$ cat src/rtl/matmul_pkg.sv
// matmul_pkg: shared FSM state type and width helpers for the matmul sequencer.
package matmul_pkg;

   typedef enum logic [1:0] {LOAD, COMPUTE, DRAIN} state_t;

   function automatic int acc_width(input int n, input int dw);
      return 2 * dw + $clog2(n);
   endfunction

   function automatic int idx_width(input int n);
      return $clog2(n * n);
   endfunction

   function automatic int cnt_width(input int n);
      return $clog2(n);
   endfunction

endpackage

$ cat src/rtl/matmul_mac.sv
// matmul_mac: combinational multiply-accumulate step, (clear ? 0 : acc_in) + a*b.
// Define MATMUL_SIGNED_EN for two's-complement operands and results.
module matmul_mac #(
   parameter int DW = 8,
   parameter int ACC_W = 17
) (
   input  logic             clear,
   input  logic [ACC_W-1:0] acc_in,
   input  logic [DW-1:0]    a,
   input  logic [DW-1:0]    b,
   output logic [ACC_W-1:0] sum
);

   logic [2*DW-1:0] p;
   logic ea, eb, ep;

`ifdef MATMUL_SIGNED_EN
   assign ea = a[DW-1];
   assign eb = b[DW-1];
   assign ep = p[2*DW-1];
`else
   assign ea = 1'b0;
   assign eb = 1'b0;
   assign ep = 1'b0;
`endif

   // low 2*DW bits of the extended product are correct for either signedness
   assign p = {{DW{ea}}, a} * {{DW{eb}}, b};
   assign sum = (clear ? '0 : acc_in) + {{(ACC_W - 2 * DW){ep}}, p};

endmodule

$ cat src/rtl/matmul_sequencer.sv
// matmul_sequencer: loads NxN A/B, runs N^3 MAC steps on one multiplier, streams C out.
// Define MATMUL_SIGNED_EN for signed arithmetic (handled in matmul_mac).
module matmul_sequencer
   import matmul_pkg::*;
#(
   parameter int N = 2,
   parameter int DW = 8,
   localparam int ACC_W = acc_width(N, DW)
) (
   input  logic             clk,
   input  logic             rst,
   input  logic             in_valid,
   output logic             in_ready,
   input  logic [DW-1:0]    in_a,
   input  logic [DW-1:0]    in_b,
   output logic             out_valid,
   input  logic             out_ready,
   output logic [ACC_W-1:0] out_data,
   output logic             busy,
   output logic             done
);

   localparam int IW = idx_width(N);
   localparam int KW = cnt_width(N);
   localparam logic [IW-1:0] LAST_IDX = IW'(N * N - 1);
   localparam logic [KW-1:0] LAST_K = KW'(N - 1);

   state_t state, nstate;
   logic [IW-1:0] cnt, a_idx, b_idx, c_idx;
   logic [KW-1:0] i, j, k;
   logic [ACC_W-1:0] acc, sum;
   logic [DW-1:0] a_buf [N*N];
   logic [DW-1:0] b_buf [N*N];
   logic [ACC_W-1:0] c_buf [N*N];
   logic primed, last_step, out_fire, last_out;

   assign a_idx = IW'(i) * IW'(N) + IW'(k);
   assign b_idx = IW'(k) * IW'(N) + IW'(j);
   assign c_idx = IW'(i) * IW'(N) + IW'(j);
   assign last_step = (i == LAST_K) && (j == LAST_K) && (k == LAST_K);
   assign last_out = cnt == LAST_IDX;
   assign out_fire = out_valid && out_ready;

   assign in_ready = state == LOAD;
   assign busy = state != LOAD;
   // one settle cycle in DRAIN before the first element is presented
   assign out_valid = (state == DRAIN) && primed;
   assign out_data = out_valid ? c_buf[cnt] : '0;

   matmul_mac #(.DW(DW), .ACC_W(ACC_W)) u_mac (
      .clear(k == '0),
      .acc_in(acc),
      .a(a_buf[a_idx]),
      .b(b_buf[b_idx]),
      .sum(sum)
   );

   always_ff @(posedge clk or posedge rst)
      if (rst) state <= LOAD;
      else state <= nstate;

   always_comb begin
      nstate = state;
      case (state)
         LOAD:    nstate = (in_valid && last_out) ? COMPUTE : LOAD;
         COMPUTE: nstate = last_step ? DRAIN : COMPUTE;
         DRAIN:   nstate = (out_fire && last_out) ? LOAD : DRAIN;
         default: nstate = LOAD;
      endcase
   end

   always_ff @(posedge clk or posedge rst)
      if (rst) begin
         cnt <= '0;
         i <= '0;
         j <= '0;
         k <= '0;
         acc <= '0;
         primed <= 1'b0;
         done <= 1'b0;
         for (int e = 0; e < N * N; e++) begin
            a_buf[e] <= '0;
            b_buf[e] <= '0;
            c_buf[e] <= '0;
         end
      end else begin
         done <= (state == DRAIN) && out_fire && last_out;
         primed <= (state == DRAIN) && !(out_fire && last_out);
         if (state == LOAD && in_valid) begin
            a_buf[cnt] <= in_a;
            b_buf[cnt] <= in_b;
            cnt <= last_out ? '0 : cnt + 1'b1;
         end
         if (state == COMPUTE) begin
            acc <= sum;
            if (k == LAST_K) c_buf[c_idx] <= sum;
            k <= (k == LAST_K) ? '0 : k + 1'b1;
            if (k == LAST_K) j <= (j == LAST_K) ? '0 : j + 1'b1;
            if (k == LAST_K && j == LAST_K) i <= (i == LAST_K) ? '0 : i + 1'b1;
         end
         if (state == DRAIN && out_fire) cnt <= last_out ? '0 : cnt + 1'b1;
      end

endmodule

$ cat config.mk
export PLATFORM = sky130hd
export DESIGN_NAME = matmul_sequencer
export DESIGN_NICKNAME = d
export VERILOG_FILES = /design/src/rtl/matmul_pkg.sv /design/src/rtl/matmul_mac.sv /design/src/rtl/matmul_sequencer.sv
export SDC_FILE = /design/constraint.sdc
export NUM_CORES = 1
export LEC_CHECK = 0
export CAP_MARGIN = 0
export CELL_PAD_IN_SITES_DETAIL_PLACEMENT = 1
export CELL_PAD_IN_SITES_GLOBAL_PLACEMENT = 2
export CORE_ASPECT_RATIO = 0.75
export CORE_UTILIZATION = 47
export CTS_BUF_LIST = sky130_fd_sc_hd__clkbuf_8
export CTS_CLUSTER_SIZE = 10
export DETAILED_ROUTE_END_ITERATION = 8
export PLACE_DENSITY_LB_ADDON = 0.25
export SLEW_MARGIN = 20
export SYNTH_ARGS = -nofsm -noshare
export SYNTH_HDL_FRONTEND = slang
export SYNTH_SLANG_ARGS = --single-unit
$ cat constraint.sdc
create_clock -name clk -period 9.8 [get_ports clk]
set_clock_uncertainty 0.05 [all_clocks]
set_input_delay 0.98 -clock clk [delete_from_list [all_inputs] [get_ports clk]]
set_output_delay 0.98 -clock clk [all_outputs]
set_load 0.02 [all_outputs]
==> results of run 1 <==
==> synth_stat cells, types with 2 or more instances <==
cell	n	share of area
nand2_1	115	0.046
o21ai_1	20	0.011
buf_4	5	0.0040
mux4_2	33	0.079
a21oi_2	3	0.0028
and2_1	50	0.033
a21oi_1	10	0.0053
nor2_1	6	0.0024
clkbuf_1	15	0.0059
mux2_2	80	0.095
dfrtp_1	158	0.42
o21ai_0	48	0.025
nand2b_1	3	0.0020
inv_1	82	0.033
xnor2_1	8	0.0074
mux2i_1	3	0.0032
mux2_4	5	0.0079
buf_6	3	0.0036
fa_1	50	0.11
nor2b_1	2	0.0013
xor2_1	7	0.0065
o211ai_1	2	0.0016
nand3_1	5	0.0026
nand4_1	3	0.0020
ha_1	42	0.056
a21o_1	3	0.0024
buf_2	15	0.0079
a31oi_1	2	0.0013
and3_1	24	0.016
==> flip-flops by register name, summed over array words and instances (netlist names) <==
signal and count:
cnt 2, c_buf 68, j 1, acc 17, i 1, done 1
primed 1, state 2, b_buf 32, k 1, a_buf 32
==> final cells by class <==
class / instances / area (um^2)
inverter: 82 / 313
tap: 253 / 317
multi-input combinational: 537 / 5000
timing repair buffer: 48 / 464
antenna: 1 / 2.50
sequential: 158 / 3950
clock buffer: 17 / 234
fill: 2049 / 9090
clock inverter: 14 / 171
==> cell families (layout without fill, tap and decap cells) <==
family	after synthesis	after routing	share of synthesized area
AO/OA/AOI/OAI	94	94	0.0558
XOR/XNOR	16	16	0.0156
adder cells (fa/ha/maj)	92	92	0.161
buffers and inverters	121	161	0.0543
flip-flops	158	158	0.418
multiplexers	121	121	0.185
other	0	1	0
AND/OR/NAND/NOR	214	214	0.111
==> metrics by stage <==
step                cell area, um^2  worst slack [ns]  hold WS, ns  std cells   util
finish                        10500              3.50        0.439       1110  0.535
global route                  10500              3.15        0.473       1109  0.535
CTS                           10400              3.45        0.441       1109  0.535
detailed placement            10000              3.53        0.420       1078  0.514
global placement              10000              3.73        0.402       1078  0.514
floorplan                      9470              4.51        0.387        816      -
==> critical path: stages, from the launching register on <==
cell and delay (ns):
dfrtp_1 0.75, buf_4 0.47, mux4_2 0.67, and2_1 0.22, fa_1 0.51, fa_1 0.56, inv_1 0.06, fa_1 0.50
fa_1 0.54, inv_1 0.04, ha_1 0.38, a21oi_2 0.29, nand2_1 0.12, a221oi_1 0.28, o21ai_1 0.15, xor2_1 0.40
mux2_2 0.25
==> metal layers <==
layer	GRT usage	part of all wire	vias up
li1	-	-	2785
met1	0.334	0.47	3240
met2	0.399	0.48	81
met3	0.0448	0.035	28
met4	0.0709	0.014	0
met5	0	0	-
==> worst max path at each step <==
stage	slack [ns]	to	from
after floorplan	4.51	a_buf[0]	rst
after global placement	3.73	c_buf[30]	k
after detailed placement	3.53	c_buf[13]	k
after CTS	3.45	acc[15]	k
after global routing	3.15	c_buf[15]	k
final	3.50	acc[15]	k
==> impl_metrics.tcl, run 1 <==
set metrics [dict create \
    vias_per_cell 5.53 \
    grt_overflow 0 \
    drt_first_pass_iters 6 \
    status "finished with violations" \
    drt_iter0_markers 318 \
    tightest_slew_ns 1.02 \
    area_growth_pct 10.5 \
    final_antenna_net_count 0 \
    yosysSeqAreaShare 0.418 \
    ys_ff_latch 158 \
    path_max_fanout 24 \
    synthCells 816 \
    setup_violations 0 \
    drc 8 \
    cts_buffers 17 \
    die-area_mm2 0.0207 \
    drv_slew 0 \
    violations "DRC" \
    min_to "c_buf[30]" \
    mostFrequentLayoutCell "dfrtp_1" \
    period_share 0.642 \
    whs_path_depth 2 \
    cts_tree "done" \
    synth_flop_cell "dfrtp_1" \
    wirelength_mm 22.5 \
    row_count 44 \
    clock_sinks 158 \
    cts_resized 0 \
    async_flop_share 1.00 \
    synth-edff-count 0 \
    track_usage 0.244 \
    crit_type "flop to flop" \
    clk_latency_ns 0.49 \
    root_buffer "clkbuf_8" \
    rrSetupSlack_ns 3.50 \
    antenna_found_initial 0 \
    cts_max_path_buffers 2 \
    grt_setup_unrepaired "false" \
    finalHoldViolations 0 \
    grt_max_degree 82 \
    vias 6134 \
    worstHoldPathType "flop to flop" \
    route.detailed.wl_per_inst_um 20.3 \
    fmax_ghz 0.159 \
    initial_core_util 0.484 \
    cap_violations 0 \
    yosysWarnings 0 \
    grt_pass1_wl_mm 38.5 \
    worstHoldStart "c_buf[30]" \
    syn-cell-area_mm2 0.00947 \
    io_buffers 40 \
    fin_setup_tns_ns 0 \
    cp.required_ns 10.17 \
    die_x_um 166 \
    layout_common_cells "dfrtp_1, nand2_1, inv_1" \
    h-tree-depth 4 \
    r2r-start "k" \
    layout_min_cycle_time_ns 6.30 \
    dp_hpwl_mm 16.2 \
    synthDistinctLibCells 43 \
    syn_nets 928 \
    drive_gt1_frac 0.195 \
    grt_pass1_vias 7136 \
    place_congestion 0.825 \
    r2r-end "acc[15]" \
    clk_pin_slew_ns 0.09 \
    ff2ff_path_depth 16 \
    start_kind "flop" \
    worstSetupEndpointType "flop" \
    postCtsSetupBuffers 0 \
    avgSynthCellArea_um2 11.6 \
    io_pins 41 \
    crit_arrival_ns 6.67 \
    finalNetCount 956 \
    chipHeight_um 125 \
    design.core.area_mm2 0.0195 \
    hold_buffers 0 \
    relSlewSlack 0.321 \
]
Power of run 1 is not shown: default switching activity piles up to over one toggle a cycle in this logic, so the estimate is an artifact.
==> run 2: changes to the inputs <==
- CORE_UTILIZATION: 47 -> 43
- clock period: 9.8 -> 5.9 ns (I/O delays scaled with it)
==> run 2 against run 1 <==
  * The flow now finishes without violations
  * Die area is 9.2% higher
  * Global-route usage down 1.9 points
  * Final cell count up 3.7%
  * Sequential share of layout area shrank 0.47 points
  * Setup slack lost 3.2 ns
  * Hold slack worse by 0.0066 ns
==> impl_metrics.tcl, run 2 (synthesis gave the netlist of run 1 again) <==
set metrics [dict create \
    status "completed" \
    wirelength_mm 23.2 \
    io_buffers 40 \
    antenna_found_initial 0 \
    cap_violations 0 \
    clock_sinks 158 \
    layout_min_cycle_time_ns 5.60 \
    crit_arrival_ns 5.90 \
    clk_pin_slew_ns 0.10 \
    place_ws_ns -0.0531 \
    relSlewSlack 0.316 \
    finalNetCount 962 \
    postCtsSetupBuffers 0 \
    drv_slew 0 \
    vias_per_cell 5.32 \
    cts_tree "done" \
    cp_cell_sequence "mux4_2, and2_1, fa_1, fa_1, inv_1, fa_1, fa_1, inv_1, ha_1, a21oi_2, nand2_1, a221oi_1, o21ai_1, xor2_2, mux2_2" \
    drc 0 \
    initial_core_util 0.443 \
    grt_pass1_wl_mm 38.6 \
    tightest_slew_ns 1.03 \
    cp_slowest_cell "dfrtp_1" \
    area_growth_pct 12.1 \
    design.core.area_mm2 0.0214 \
    row_count 46 \
    drt_iter0_markers 232 \
    chipHeight_um 130 \
    h-tree-depth 4 \
    cts_max_path_buffers 2 \
    io_pins 41 \
    drive_gt1_frac 0.205 \
    finalHoldViolations 0 \
    grt_setup_unrepaired "false" \
    route.detailed.wl_per_inst_um 20.2 \
    setup_violations 0 \
    top_register "c_buf" \
    worstHoldPathType "flop to flop" \
    crit_type "flop to flop" \
    track_usage 0.225 \
    path_buf_inv 2 \
    mostFrequentLayoutCell "dfrtp_1" \
    cts_buffers 17 \
    worstSetupEndpointType "flop" \
    period_share 0.949 \
    critPathTopFamily "adder cells" \
    critPathMaxStageDelay_ns 0.73 \
    grt_overflow 0 \
    drt_first_pass_iters 4 \
    place_congestion 0.833 \
    vias 6128 \
    crit_top_cell "fa_1" \
    fin_area_mm2 0.0106 \
    fmax_ghz 0.179 \
    grt_pass1_vias 6958 \
    root_buffer "clkbuf_8" \
    place_area_mm2 0.0101 \
    largest_register_ffs 68 \
    layout_common_cells "dfrtp_1, nand2_1, inv_1" \
    dp_hpwl_mm 16.9 \
    top_regs "c_buf: 68 flops, a_buf: 32 flops, b_buf: 32 flops" \
    postLayoutSetupSlackWorst_ns 0.303 \
    clk_latency_ns 0.47 \
    path_max_fanout 14 \
    final_antenna_net_count 0 \
    start_kind "flop" \
    cp.required_ns 6.21 \
    die_x_um 173 \
    grt_max_degree 123 \
    die-area_mm2 0.0226 \
    insertedDiodeCount 0 \
]
[run 2: repair_timing]
item / CTS / global route
hold buffers: 0 / 0
cloned: 0 / 0
endpoints found under the setup margin: 6 / 13
resized for setup: 2 / 4
[run 2: worst register-to-register path, delay by kind of cell (launching register included)]
kind                     cells  cell delay [ns]
adder cells (fa/ha/maj)      5             2.52
multiplexers                 2             0.80
flip-flops                   1             0.73
AO/OA/AOI/OAI                3             0.72
AND/OR/NAND/NOR              2             0.34
XOR/XNOR                     1             0.23
buffers and inverters        2             0.10
[run 2: layer usage]
layer  vias to the layer above  part of all wire  track usage
met3                        16             0.030       0.0420
met5                         -                 0            0
met2                        78              0.49        0.377
met4                         0            0.0062       0.0489
met1                      3241              0.48        0.306
li1                       2793                 -            -
[run 2: cell type report]
class	instances	area [um^2]
well taps	288	360
flip-flops and latches	158	3960
multi-input cells	537	5010
clock inverters	15	218
clock buffers	17	234
fillers	2232	10700
inverters	82	315
repair buffers	54	505
[run 2: path summary, 6_finish.rpt]
kind | from | to | slack (ns) | cells after the start
max | i | acc[15] | 0.30 | 15
min | acc[0] | acc[0] | 0.43 | 2
max reg2reg | i | acc[15] | 0.30 | 15
min reg2reg | acc[0] | acc[0] | 0.43 | 2
max in group asynchronous | rst | k | 4.04 | 3
min in group asynchronous | rst | a_buf[10] | 0.62 | 2
[run 2: through the flow]
stage	hold slack [ns]	utilization	std cells	setup TNS, ns
after floorplan	0.387	-	816	0
after global placement	0.402	0.474	1119	0
after detailed placement	0.409	0.474	1119	-0.121
after CTS	0.435	0.496	1151	0
after global routing	0.454	0.497	1151	0
final	0.432	0.497	1151	0
Power of run 2 is left out for the same reason.
==> run 3: changes to the inputs <==
- PLACE_DENSITY_LB_ADDON: 0.25 -> 0.1
- SKIP_LAST_GASP: default -> 1
==> run 3 against run 2 <==
  * Hold slack worse by 0.0025 ns
  * Count of clock-buffer cells in the layout stayed put
  * Via count is 0.72% higher
  * Maximum frequency is 0.22% higher
  * Critical path type unchanged
  * Critical endpoint is now c_buf[15]
==> impl_metrics.tcl, run 3 (synthesis gave the netlist of run 1 again) <==
set metrics [dict create \
    status "completed" \
    vias 6172 \
    wirelength_mm 23.9 \
    postCtsSetupBuffers 0 \
    cts_max_path_buffers 2 \
    chipHeight_um 130 \
    dp_hpwl_mm 17.3 \
    cts_tree "done" \
    track_usage 0.233 \
    die_x_um 173 \
    period_share 0.947 \
    layout_min_cycle_time_ns 5.58 \
    die-area_mm2 0.0226 \
    drt_iter0_markers 261 \
    mostFrequentLayoutCell "dfrtp_1" \
    tightest_slew_ns 0.998 \
    fin_setup_tns_ns 0 \
    grt_pass1_vias 6941 \
    io_buffers 40 \
    grt_overflow 0 \
    largest_register_ffs 68 \
    cts_buffers 17 \
    io_pins 41 \
    worstSetupEndpointType "flop" \
    design.core.area_mm2 0.0214 \
    drc 0 \
    crit_arrival_ns 5.87 \
    h-tree-depth 4 \
    layout_common_cells "dfrtp_1, nand2_1, inv_1" \
    initial_core_util 0.443 \
    drive_gt1_frac 0.205 \
    root_buffer "clkbuf_8" \
    top_register "c_buf" \
    clock_sinks 158 \
    num-fill-cells 2278 \
    finalHoldViolations 0 \
    start_kind "flop" \
    grt_setup_unrepaired "false" \
    place_congestion 0.878 \
    path_max_fanout 21 \
    row_count 46 \
    vias_per_cell 5.35 \
    route.detailed.wl_per_inst_um 20.7 \
    antenna_found_initial 0 \
    top_regs "c_buf: 68 flops, a_buf: 32 flops, b_buf: 32 flops" \
    grt_pass1_wl_mm 39.5 \
    clk_pin_slew_ns 0.09 \
    crit_type "flop to flop" \
    cp.required_ns 6.19 \
    cap_violations 0 \
    grt_max_degree 108 \
    hold_buffers 0 \
    area_growth_pct 12.0 \
    relSlewSlack 0.334 \
    finalNetCount 964 \
    drv_slew 0 \
    insertedDiodeCount 0 \
    drt_first_pass_iters 6 \
    setup_violations 0 \
    worstHoldPathType "flop to flop" \
    final_antenna_net_count 0 \
    cts_resized 0 \
    fmax_ghz 0.179 \
    clk_latency_ns 0.47 \
]
==> run 3: final timing paths <==
kind                          from   endpoint  slack [ns]  cells past startpoint
max                              k  c_buf[15]        0.32                     16
min                        acc[10]    acc[10]        0.43                      2
max reg2reg                      k  c_buf[15]        0.32                     16
min reg2reg                acc[10]    acc[10]        0.43                      2
max in group asynchronous      rst  c_buf[56]        4.23                      3
min in group asynchronous      rst  a_buf[28]        0.49                      2
==> run 3: metal layers <==
| layer | vias to the layer above | GRT usage | share of wire | wire length (um) |
|---|---|---|---|---|
| li1 | 2802 | - | - | - |
| met1 | 3264 | 0.327 | 0.47 | 11300 |
| met2 | 90 | 0.386 | 0.48 | 11400 |
| met3 | 16 | 0.0353 | 0.043 | 1020 |
| met4 | 0 | 0.0505 | 0.0084 | 200 |
| met5 | - | 0 | 0 | 0 |
==> run 3: critical path, cell delays in order, from the launching register on <==
cell and delay (ns):
dfrtp_1 0.39, buf_12 0.20, mux4_2 0.65, and2_1 0.23, fa_1 0.51, fa_1 0.54, inv_1 0.05, fa_1 0.50
fa_1 0.54, inv_1 0.04, ha_1 0.38, a21oi_2 0.26, nand2_1 0.13, a221oi_1 0.29, o21ai_1 0.17, xor2_2 0.22
mux2_2 0.29
==> run 3: per-stage QoR <==
| step | util | area, um^2 | hold slack [ns] | instances | setup WS [ns] |
|---|---|---|---|---|---|
| 2_1_floorplan | - | 9470 | 0.387 | 816 | 0.664 |
| 3_3_place_gp | 0.475 | 10200 | 0.404 | 1120 | 0.467 |
| 3_5_place_dp | 0.475 | 10200 | 0.412 | 1120 | 0.327 |
| 4_1_cts | 0.495 | 10600 | 0.435 | 1152 | 0.290 |
| 5_1_grt | 0.497 | 10600 | 0.452 | 1153 | 0.0658 |
| 6_report | 0.497 | 10600 | 0.430 | 1153 | 0.315 |
==> run 3: cell type report <==
type,count,area [um^2],share of cell area
repair buffers,56,553,0.0522
clock inverters,15,181,0.0171
flip-flops and latches,158,3960,0.373
well taps,288,360,0.0340
clock buffers,17,234,0.0221
inverters,82,313,0.0295
multi-input cells,537,5010,0.472
Power of run 3 is left out for the same reason.
